[config.mk]
export PLATFORM = sky130hd
export DESIGN_NAME = fdiv_iter
export DESIGN_NICKNAME = d
export VERILOG_FILES = /design/src/rtl/fpu_pkg.sv /design/src/rtl/fdiv_step.sv /design/src/rtl/fdiv_iter.sv
export SDC_FILE = /design/constraint.sdc
export NUM_CORES = 1
export LEC_CHECK = 0
export ABC_AREA = 1
export CORE_MARGIN = 4
export CORE_UTILIZATION = 35
export DETAILED_ROUTE_END_ITERATION = 7
export PLACE_DENSITY = 0.58
export SKIP_LAST_GASP = 1
export SYNTH_ARGS = -nofsm -noshare
export SYNTH_HDL_FRONTEND = slang
export SYNTH_SLANG_ARGS = --single-unit
[constraint.sdc]
create_clock -name clk -period 4 [get_ports clk]
set_clock_uncertainty 0.2 [all_clocks]
set_input_delay 0.8 -clock clk [delete_from_list [all_inputs] [get_ports clk]]
set_output_delay 0.8 -clock clk [all_outputs]
set_load 0.1 [all_outputs]
[src/rtl/fpu_pkg.sv]
// Shared FPU definitions: binary32 field layout, divider FSM
// states and field-extract helpers used by fmul and fdiv_iter.
package fpu_pkg;

  localparam int EXP_W = 8;
  localparam int MAN_W = 23;
  localparam int BIAS = 127;
  localparam logic [EXP_W-1:0] EXP_MAX = 8'hFF;

  typedef logic [1:0] state_t;
  localparam state_t IDLE = 2'd0;
  localparam state_t DIV = 2'd1;
  localparam state_t DONE = 2'd2;

  function automatic logic f_sign(input logic [31:0] v);
    return v[31];
  endfunction

  function automatic logic [EXP_W-1:0] f_exp(input logic [31:0] v);
    return v[30:23];
  endfunction

  function automatic logic [MAN_W-1:0] f_man(input logic [31:0] v);
    return v[22:0];
  endfunction

endpackage

[src/rtl/fdiv_step.sv]
// One restoring-division step: compare, subtract, shift.
// R stays below 2*M2, so bit 25 is always zero before the shift.
module fdiv_step
  import fpu_pkg::*;
(
  input  logic [25:0] i_r,
  input  logic [23:0] i_m2,
  output logic [25:0] o_r_next,
  output logic        o_q_bit
);

  logic [25:0] w_diff;
  logic        w_ge;

  assign w_ge = (i_r >= {2'b00, i_m2});
  assign w_diff = i_r - {2'b00, i_m2};

  // subtract when the divisor fits, then shift left
  always_comb begin
    o_q_bit = w_ge;
    o_r_next = w_ge ? {w_diff[24:0], 1'b0}
                    : {i_r[24:0], 1'b0};
  end

endmodule

[src/rtl/fdiv_iter.sv]
// Iterative binary32 divider, one quotient bit per cycle.
// FTZ, truncating, valid/ready on both sides.
module fdiv_iter
  import fpu_pkg::*;
(
  input  logic        clk,
  input  logic        rstn,
  input  logic [31:0] x1,
  input  logic [31:0] x2,
  input  logic        in_valid,
  output logic        in_ready,
  output logic [31:0] y,
  output logic        out_valid,
  input  logic        out_ready
);

  state_t             r_state;
  logic        [4:0]  r_cnt;
  logic        [25:0] r_rem;
  logic        [23:0] r_m2;
  logic        [21:0] r_q;
  logic               r_sy;
  logic signed [9:0]  r_exp;
  logic        [31:0] r_y;
  logic               r_out_valid;

  logic        [23:0] w_m1;
  logic        [23:0] w_m2;
  logic               w_sy;
  logic               w_adj;
  logic signed [9:0]  w_exp;
  logic        [25:0] w_r_next;
  logic               w_q_bit;

  assign w_m1 = {1'b1, f_man(x1)};
  assign w_m2 = {1'b1, f_man(x2)};
  assign w_sy = f_sign(x1) ^ f_sign(x2);
  assign w_adj = (w_m1 < w_m2);
  assign w_exp = $signed({2'b00, f_exp(x1)})
               - $signed({2'b00, f_exp(x2)})
               + 10'sd127
               - $signed({9'd0, w_adj});

  assign in_ready = (r_state == IDLE);
  assign y = r_y;
  assign out_valid = r_out_valid;

  fdiv_step u_step (
    .i_r      (r_rem),
    .i_m2     (r_m2),
    .o_r_next (w_r_next),
    .o_q_bit  (w_q_bit)
  );

  // accept / iterate / hold-result state machine
  always_ff @(posedge clk) begin
    if (!rstn) begin
      r_state <= IDLE;
      r_cnt <= '0;
      r_rem <= '0;
      r_m2 <= '0;
      r_q <= '0;
      r_sy <= 1'b0;
      r_exp <= '0;
      r_y <= '0;
      r_out_valid <= 1'b0;
    end else begin
      case (r_state)
        IDLE: begin
          if (in_valid) begin
            r_sy <= w_sy;
            r_m2 <= w_m2;
            r_exp <= w_exp;
            r_cnt <= '0;
            r_q <= '0;
            r_rem <= w_adj ? {1'b0, w_m1, 1'b0}
                           : {2'b00, w_m1};
            if (f_exp(x1) == '0) begin
              r_y <= {w_sy, 31'd0};
              r_out_valid <= 1'b1;
              r_state <= DONE;
            end else if (f_exp(x2) == '0) begin
              r_y <= {w_sy, EXP_MAX, 23'd0};
              r_out_valid <= 1'b1;
              r_state <= DONE;
            end else begin
              r_state <= DIV;
            end
          end
        end
        DIV: begin
          r_rem <= w_r_next;
          r_q <= {r_q[20:0], w_q_bit};
          r_cnt <= r_cnt + 5'd1;
          if (r_cnt == 5'd23) begin
            r_state <= DONE;
            r_out_valid <= 1'b1;
            if (r_exp <= 10'sd0)
              r_y <= {r_sy, 31'd0};
            else if (r_exp >= 10'sd255)
              r_y <= {r_sy, EXP_MAX, 23'd0};
            else
              r_y <= {r_sy, r_exp[7:0], r_q, w_q_bit};
          end
        end
        DONE: begin
          if (out_ready) begin
            r_state <= IDLE;
            r_out_valid <= 1'b0;
          end
        end
        default: r_state <= IDLE;
      endcase
    end
  end

endmodule

# Word-level counts from Yosys, hierarchy flattened
# Index checks and enable logic that the tools add are counted.
# word_totals
ff_bits	123
input_bits	68
output_inout_bits	34
wordCells	63
# classes
addsub	5
n_lt_le_gt_ge	4
eq_ne	7
n_mux	27
bitwise_logic	1
n_reduce_logical	10
# op_table
operator	count
32-bit two-way mux	4
32-bit case mux with 2 select lines	1
31-bit two-way mux	2
26-bit two-way mux	2
26-bit case mux with 2 select lines	1
22-bit case mux with 2 select lines	1
26-bit by 24-bit greater-or-equal comparator with 1-bit output	1
25-bit two-way mux	1
25-bit by 24-bit subtractor with 25-bit output	1
24-bit < comparator	1
22-bit two-way mux	1
8-bit logical NOT	2
9-bit by 8-bit adder with 10-bit output, second input constant	1
10-bit by 9-bit greater-or-equal comparator with 1-bit output, second input constant	1
10-bit by 1-bit less-or-equal comparator with 1-bit output, second input constant	1
2-bit two-way mux	5
5-bit case mux with 2 select lines	1
10-bit by 2-bit subtractor with 10-bit output	1
8-bit by 8-bit subtractor with 9-bit output	1
2-bit inequality test, second input constant	3
2-bit case mux with 3 select lines	1
5-bit by 1-bit adder with 5-bit output, second input constant	1
5-bit equality test, second input constant	1
1-bit two-way mux	5
13 further kinds	14

# Depth between registers and ports, before layout
# Gate-level depths: netlist of the first run.
# depth
depth_word	5
ltp_mapped	21
depth_no_buf	20

# Cells and area by module
# Synthesis of the first run repeated with hierarchy kept, for this count alone.
# unflattened
cells_unflattened	1394
hier_area_um2	8906.0
# modules_own_cells
mod	instances	cells_per_inst	area_each_um2	seq_area_each_um2
fdiv_iter	1	893	6414.9	2462.4
fdiv_step	1	501	2491.1	0.0

# Worst setup path after synthesis of the first run
# No wires, ideal clock.
# synth_timing
path_type	input-to-reg
startpoint	in x2[19]
endpoint	reg r_exp[7]
setup_time_ns	0.115
t_arrival_ns	3.415
required_ns	3.685
path_slack_ns	0.270
path_stages	18
n_path_buf	1
cell_sequence	inv_1 ha_1 a21o_1 o21ai_1 nand2_1 nor2_1 nand2_2 buf_2 ha_1 ha_1 fa_1 nand2_1 nand2_1 a21oi_1 o21ai_0 xor2_1 o21ai_0 inv_1
# synth_between
elab_chain_cells	2
# synth_rtl
element	line	text
start: declaration	fdiv_iter.sv:9	input logic [31:0] x2,
24-bit < comparator	fdiv_iter.sv:38	assign w_adj = (w_m1 < w_m2);
10-bit by 2-bit subtractor with 10-bit output	fdiv_iter.sv:42	- $signed({9'd0, w_adj});
end signal: assignment	fdiv_iter.sv:73	r_exp <= w_exp;
end: declaration	fdiv_iter.sv:23	logic signed [9:0] r_exp;
# No other way between the ends.
# A chain may end at the register's enable or synchronous reset.

# Worst setup path after layout of the first run
# layout_timing
startpoint	in x2[21]
endpoint	reg r_exp[7]
# Same word-level chain as after synthesis.

==> impl_metrics.ini, run 1 <==
[outcome]
outcome = completed

[placement]
dp.cells = 1696
placed_area_um2 = 9746
dp_hpwl_mm = 16.80
dpl_worst_slack_ns = -0.3146
gp_congestion = 0.8885
io_buffer_count = 101

[route]
drc = 0
wl_mm = 23.05
wire_per_inst_um = 13.33
routed_via_density = 4.838
first_pass_iters = 5
drtAntennaViolNets = 0
vias = 8365
drtIter0Drc = 449

[clock_tree]
numCtsBuffers = 17
cts_tree = done
cts_setup_buffers = 0
post_cts_resized = 0
clk_pin_slew_ns = 0.06
insertion_delay_ns = 0.43
cts_sinks = 123
ctsRootBufferMaster = clkbuf_16
htreeDepth = 4
clockBufferDepth = 2
ctsHoldBuffers = 0

[critical_path]
crit_path_max_incr_delay_ns = 0.53
required_ns = 4.12
startpoint_type = input port
criticalPathCategory = input port to flip-flop
crit_chain = clkdlybuf4s50_1, inv_1, ha_1, a21oi_1, nor2_1, nor2_1, nand2_1, nor2_1, nand2_2, ha_1, ha_1, fa_1, nand2_1, nand2_1, a21oi_2, o21ai_1, xor2_1, o21ai_0, inv_1
cp-end-kind = flip-flop
path_buf_inv = 3
worstPathMaxFanout = 2
crit_path_top_delay_cell = clkdlybuf4s50_1
cp.arrival_ns = 3.89
cp_top_family = adder cells

[timing]
worst_slack_ns = 0.2365
relSlewSlack_pct = 30.04
hold_viol_final = 0
fmax_mhz = 265.7
final-setup-viol-count = 0
min_period_over_period_pct = 94.09
rsz0062_at_grt = false
maxSlewViolCount = 0
fin_crit_ns = 3.764
tightest_slew_ns = 1.046

[cells_and_area]
fin_area_um2 = 10330
nFillCells = 2507
final_util_pct = 45.21
final_cell_count_no_fill = 1729
drive_gt1_share_pct = 7.138
area_growth_syn_to_layout_pct = 25.88
nets = 1536

[synth]
synth_seq_cells = 123
synth_cells = 1284
yosysUniqueCellTypes = 39
synthesis.yosys.warnings = 0
syn_area_um2 = 8205
synth_most_common_cell = nand2_1
synthArstFlopShare_pct = 0
synth_ff_type = dfxtp_1
ys_top_cells_by_count = nand2_1, inv_1, a21oi_1
synth_nets = 1418
yosysSeqAreaShare_pct = 30.01
synth.avg_cell_area_um2 = 6.390
yosys.area.top_type_share_pct = 30.01
synth-edff-count = 0
yosys-top-cells-area = dfxtp_1, nand2_1, ha_1, a21oi_1, inv_1
synth_top_area_cell = dfxtp_1

[floorplanning]
fp.dieH_um = 161.1
row_count = 55
initial_core_util_pct = 35.91
die_area_um2 = 25960
core_um2 = 22850
die_w_um = 161.1
io_pins = 102

[power_and_ir_drop]
powerDensity_nw_per_um2 = 782.1
ir_worst_vdd_uv = 275.4
power_leakage_uw = 0.004842

[global_route]
first_global_vias = 7926
antenna_found_initial = 1
grt-ovfl-total = 0
grt_max_degree = 65
grt_pass1_wl_mm = 38.26
track_usage_pct = 17.82

[worst_hold_path]
hp-class = flip-flop to flip-flop

[job]
cap_violations = 0
-- through the flow --
step / setup TNS, ns / power (uW) / hold WS, ns
2_1_floorplan: 0 / 5369 / 0.2331
3_3_place_gp: -0.6838 / 6518 / 0.2505
3_5_place_dp: -0.8256 / 6543 / 0.2563
4_1_cts: 0 / 8111 / 0.2671
5_1_grt: 0 / 8866 / 0.2839
6_report: 0 / 8078 / 0.2624
-- path summary, 6_finish.rpt --
path,from,endpoint,slack (ns),cells after the start
max,x2[21],r_exp[7],0.24,19
min,y[2],y[2],0.26,2
max reg2reg,r_rem[0],r_rem[15],0.94,16
min reg2reg,y[2],y[2],0.26,2
-- area by class of cell --
cell class                 count  area (um2)  share of cell area [%]
tap                          313       391.6                   3.792
sequential                   123        2462                   23.84
multi-input combinational    929        4845                   46.90
timing repair buffer         150        1371                   13.28
clock buffer                  17       425.4                   4.119
antenna                        1       2.502                 0.02423
inverter                     181       679.4                   6.578
clock inverter                15       151.4                   1.466
-- worst reg2reg max path, cell delays in order (launching register included) --
cell and delay (ns):
dfxtp_1 0.34, inv_1 0.06, ha_1 0.22, fa_1 0.41, inv_1 0.10, nand2_1 0.06
nand3_2 0.13, nand2_1 0.07, nand2_1 0.18, nand2_1 0.10, nand3_2 0.36, buf_4 0.35
nand3_1 0.12, inv_1 0.07, nor2_1 0.04, nor2_1 0.08, nor2_1 0.04
-- logic make-up after synthesis --
logic type	share of synthesized area (%)
adder cells (fa/ha/maj)	10.34
AO/OA/AOI/OAI	17.14
XOR/XNOR	2.242
flip-flops	30.01
buffers and inverters	11.15
AND/OR/NAND/NOR	29.12
-- cell usage in the layout (no fill, tap or decap), types with 2 or more instances in the layout --
master / Yosys / final
o21bai_1: 8 / 8
a31oi_1: 2 / 2
a21o_1: 3 / 3
ha_1: 63 / 63
nand3b_1: 2 / 2
clkbuf_16: 0 / 17
inv_8: 0 / 4
a211oi_1: 2 / 2
inv_1: 176 / 176
buf_4: 3 / 50
nand4_1: 14 / 14
dfxtp_1: 123 / 123
xor2_1: 13 / 13
nand2_1: 324 / 323
inv_2: 4 / 4
a21oi_2: 1 / 2
o211ai_1: 3 / 3
o21ai_0: 99 / 98
xnor2_1: 8 / 8
nand3_1: 101 / 101
nor4_1: 7 / 7
nor2_1: 113 / 111
a21oi_1: 147 / 146
nand3_2: 2 / 2
clkinv_8: 0 / 2
clkinvlp_4: 0 / 4
inv_6: 0 / 5
or2_2: 2 / 2
o21ai_1: 3 / 4
fa_1: 3 / 3
clkdlybuf4s50_1: 0 / 99
nand2_2: 1 / 2
nor2_4: 1 / 2
-- flip-flops by register name, indices dropped and copies added, names as in the netlist --
register	cells
r_q	22
y	32
r_state	2
r_m2	24
r_rem	26
r_cnt	5
out_valid	1
r_sy	1
r_exp	10
-- layer usage --
layer	share of wire (%)	up-vias	routed length [um]	global-route usage, %
met4	1.8	0	412	5.196
met1	49	3771	11200	23.84
met2	45	165	10400	29.60
li1	-	4403	-	-
met3	4.5	26	1037	3.036
met5	0	-	0	0
-- where the power goes --
part           switching [uW]  leakage [uW]  internal [uW]  total [uW]
registers                 173       0.00101           1510        1690
logic                    3330       0.00356           1540        4870
clock network             697      0.000271            828        1520
No activity file was read; power rests on OpenSTA's default activity.
==> run 2: changes to the inputs <==
==> constraint.sdc (replaced) <==
create_clock -name clk -period 4.83 [get_ports clk]
set_clock_uncertainty 0.2 [all_clocks]
set_input_delay 0.966 -clock clk [delete_from_list [all_inputs] [get_ports clk]]
set_output_delay 0.966 -clock clk [all_outputs]
set_load 0.1 [all_outputs]
==> impl_metrics.ini, run 2 (synthesized netlist as in run 1, its figures left out) <==
[timing]
final-setup-viol-count = 0
tightest_slew_ns = 1.050
relSlewSlack_pct = 29.81
rsz0062_at_grt = false
min_period_over_period_pct = 83.15
fin_crit_ns = 4.016
tns_ns = 0
maxSlewViolCount = 0
hold_viol_final = 0
fmax_mhz = 249.0

[power_and_ir_drop]
swShare_pct = 52.35
p_switching_uw = 3480
seqPwrFrac_pct = 21.0
clock_power_share_pct = 18.9
ir_worst_vdd_uv = 257.5
power_leakage_uw = 0.004659
p_int_uw = 3167
power_frac_comb_pct = 60.1
powerDensity_nw_per_um2 = 662.6

[cells_and_area]
nets = 1497
num_antenna_cells = 0
layout_common_cells = nand2_1, inv_1, a21oi_1
final_util_pct = 43.91
final_common_cell = nand2_1
area_growth_syn_to_layout_pct = 22.26
largest_register_ffs = 32
drive_gt1_share_pct = 4.360

[floorplanning]
fp.dieH_um = 161.1
initial_core_util_pct = 35.91
io_pins = 102
die_area_um2 = 25960
row_count = 55
die_w_um = 161.1
core_um2 = 22850

[critical_path]
startpoint_type = input port
required_ns = 4.95
worstRegToRegCells = 16
r2r-end = r_rem[19]
criticalPathCategory = input port to flip-flop
worstReg2RegStart = r_rem[0]
reg2reg_slack_ns = 1.64
cp-end-kind = flip-flop
cp.arrival_ns = 4.13
worstPathMaxFanout = 2

[clock_tree]
clk_pin_slew_ns = 0.06
cts_setup_buffers = 0
insertion_delay_ns = 0.42
cts_tree = done
htreeDepth = 4
numCtsBuffers = 17
ctsHoldBuffers = 0
clockBufferDepth = 2
cts_sinks = 123
post_cts_resized = 0
ctsRootBufferMaster = clkbuf_16

[route]
drtIter0Drc = 499
vias = 8231
wl_mm = 23.13
wire_per_inst_um = 13.69
drc = 0
routed_via_density = 4.873
first_pass_iters = 5
drtAntennaViolNets = 0

[global_route]
antenna_found_initial = 0
first_global_vias = 7833
grt_max_degree = 75
grt-ovfl-total = 0
grt_pass1_wl_mm = 38.32
track_usage_pct = 17.85

[placement]
io_buffer_count = 101
dp_hpwl_mm = 16.83
gp_congestion = 0.8976

[worst_hold_path]
hold_depth = 2
hp-class = flip-flop to flip-flop
hold_path.startpoint = r_q[21]
hold-path-endpoint = r_q[21]

[job]
cap_violations = 0

[outcome]
outcome = completed
## run 2: changes by cell type in the layout (fill, tap and decap cells not counted)
cell,previous run,this run
a21oi_1,146,147
a21oi_2,2,1
buf_4,50,10
clkdlybuf4s50_1,99,100
clkinv_4,0,2
clkinvlp_4,4,2
diode_2,1,0
inv_6,5,6
inv_8,4,3
o21ai_0,98,99
o21ai_1,4,3
## run 2: power groups by stage
| stage | Sequential (uW) | Combinational (uW) | Clock [uW] |
|---|---|---|---|
| global placement | 1410 | 3940 | 0 |
| CTS | 1400 | 3990 | 1290 |
| finish | 1400 | 4000 | 1260 |
| floorplan | 1680 | 2760 | 0 |
| detailed placement | 1420 | 3970 | 0 |
| global route | 1430 | 4520 | 1330 |
## run 2: stage by stage
stage,setup slack [ns],cells,cell area [um2],power [uW],hold WS [ns]
2_1_floorplan,0.9339,1284,8205,4446,0.2331
3_3_place_gp,0.4036,1657,9455,5353,0.2501
4_1_cts,0.8252,1689,10030,6676,0.2623
6_report,0.8140,1689,10030,6647,0.2616
5_1_grt,0.5581,1689,10030,7281,0.2842
3_5_place_dp,0.3862,1657,9455,5384,0.2543
## run 2: worst max-delay path by stage
stage | slack, ns | endpoint | depth (start not counted) | from
6_report | 0.81 | r_exp[7] | 18 | x2[19]
4_1_cts | 0.83 | r_exp[7] | 18 | x2[19]
3_3_place_gp | 0.40 | r_exp[7] | 18 | x2[19]
5_1_grt | 0.56 | r_exp[7] | 19 | x2[17]
3_5_place_dp | 0.39 | r_exp[7] | 18 | x2[19]
2_1_floorplan | 0.93 | r_exp[7] | 18 | x2[19]
## run 2: layout make-up
class                      count  area, um2
inverter                     181      679.4
clock inverter                15      151.4
sequential                   123       2462
timing repair buffer         111       1081
fill                        2514      12810
clock buffer                  17      425.4
multi-input combinational    929       4841
tap                          313      391.6
## run 2: per-layer routing
layer  global-route usage (%)  routed length [um]
met5                        0                   0
met1                    23.97               11270
met2                    29.87               10610
met4                    4.498                 287
met3                    3.088                 965
## run 2: worst max-delay path, cell delays in order
cell             delay, ns
clkdlybuf4s50_1       0.54
inv_1                 0.07
ha_1                  0.29
a21o_1                0.18
o21ai_1               0.12
nand2_1               0.06
nor2_1                0.16
nand2_2               0.10
ha_1                  0.19
ha_1                  0.21
fa_1                  0.41
nand2_1               0.09
nand2_1               0.05
a21oi_1               0.19
o21ai_0               0.16
xor2_1                0.16
o21ai_0               0.14
inv_1                 0.05
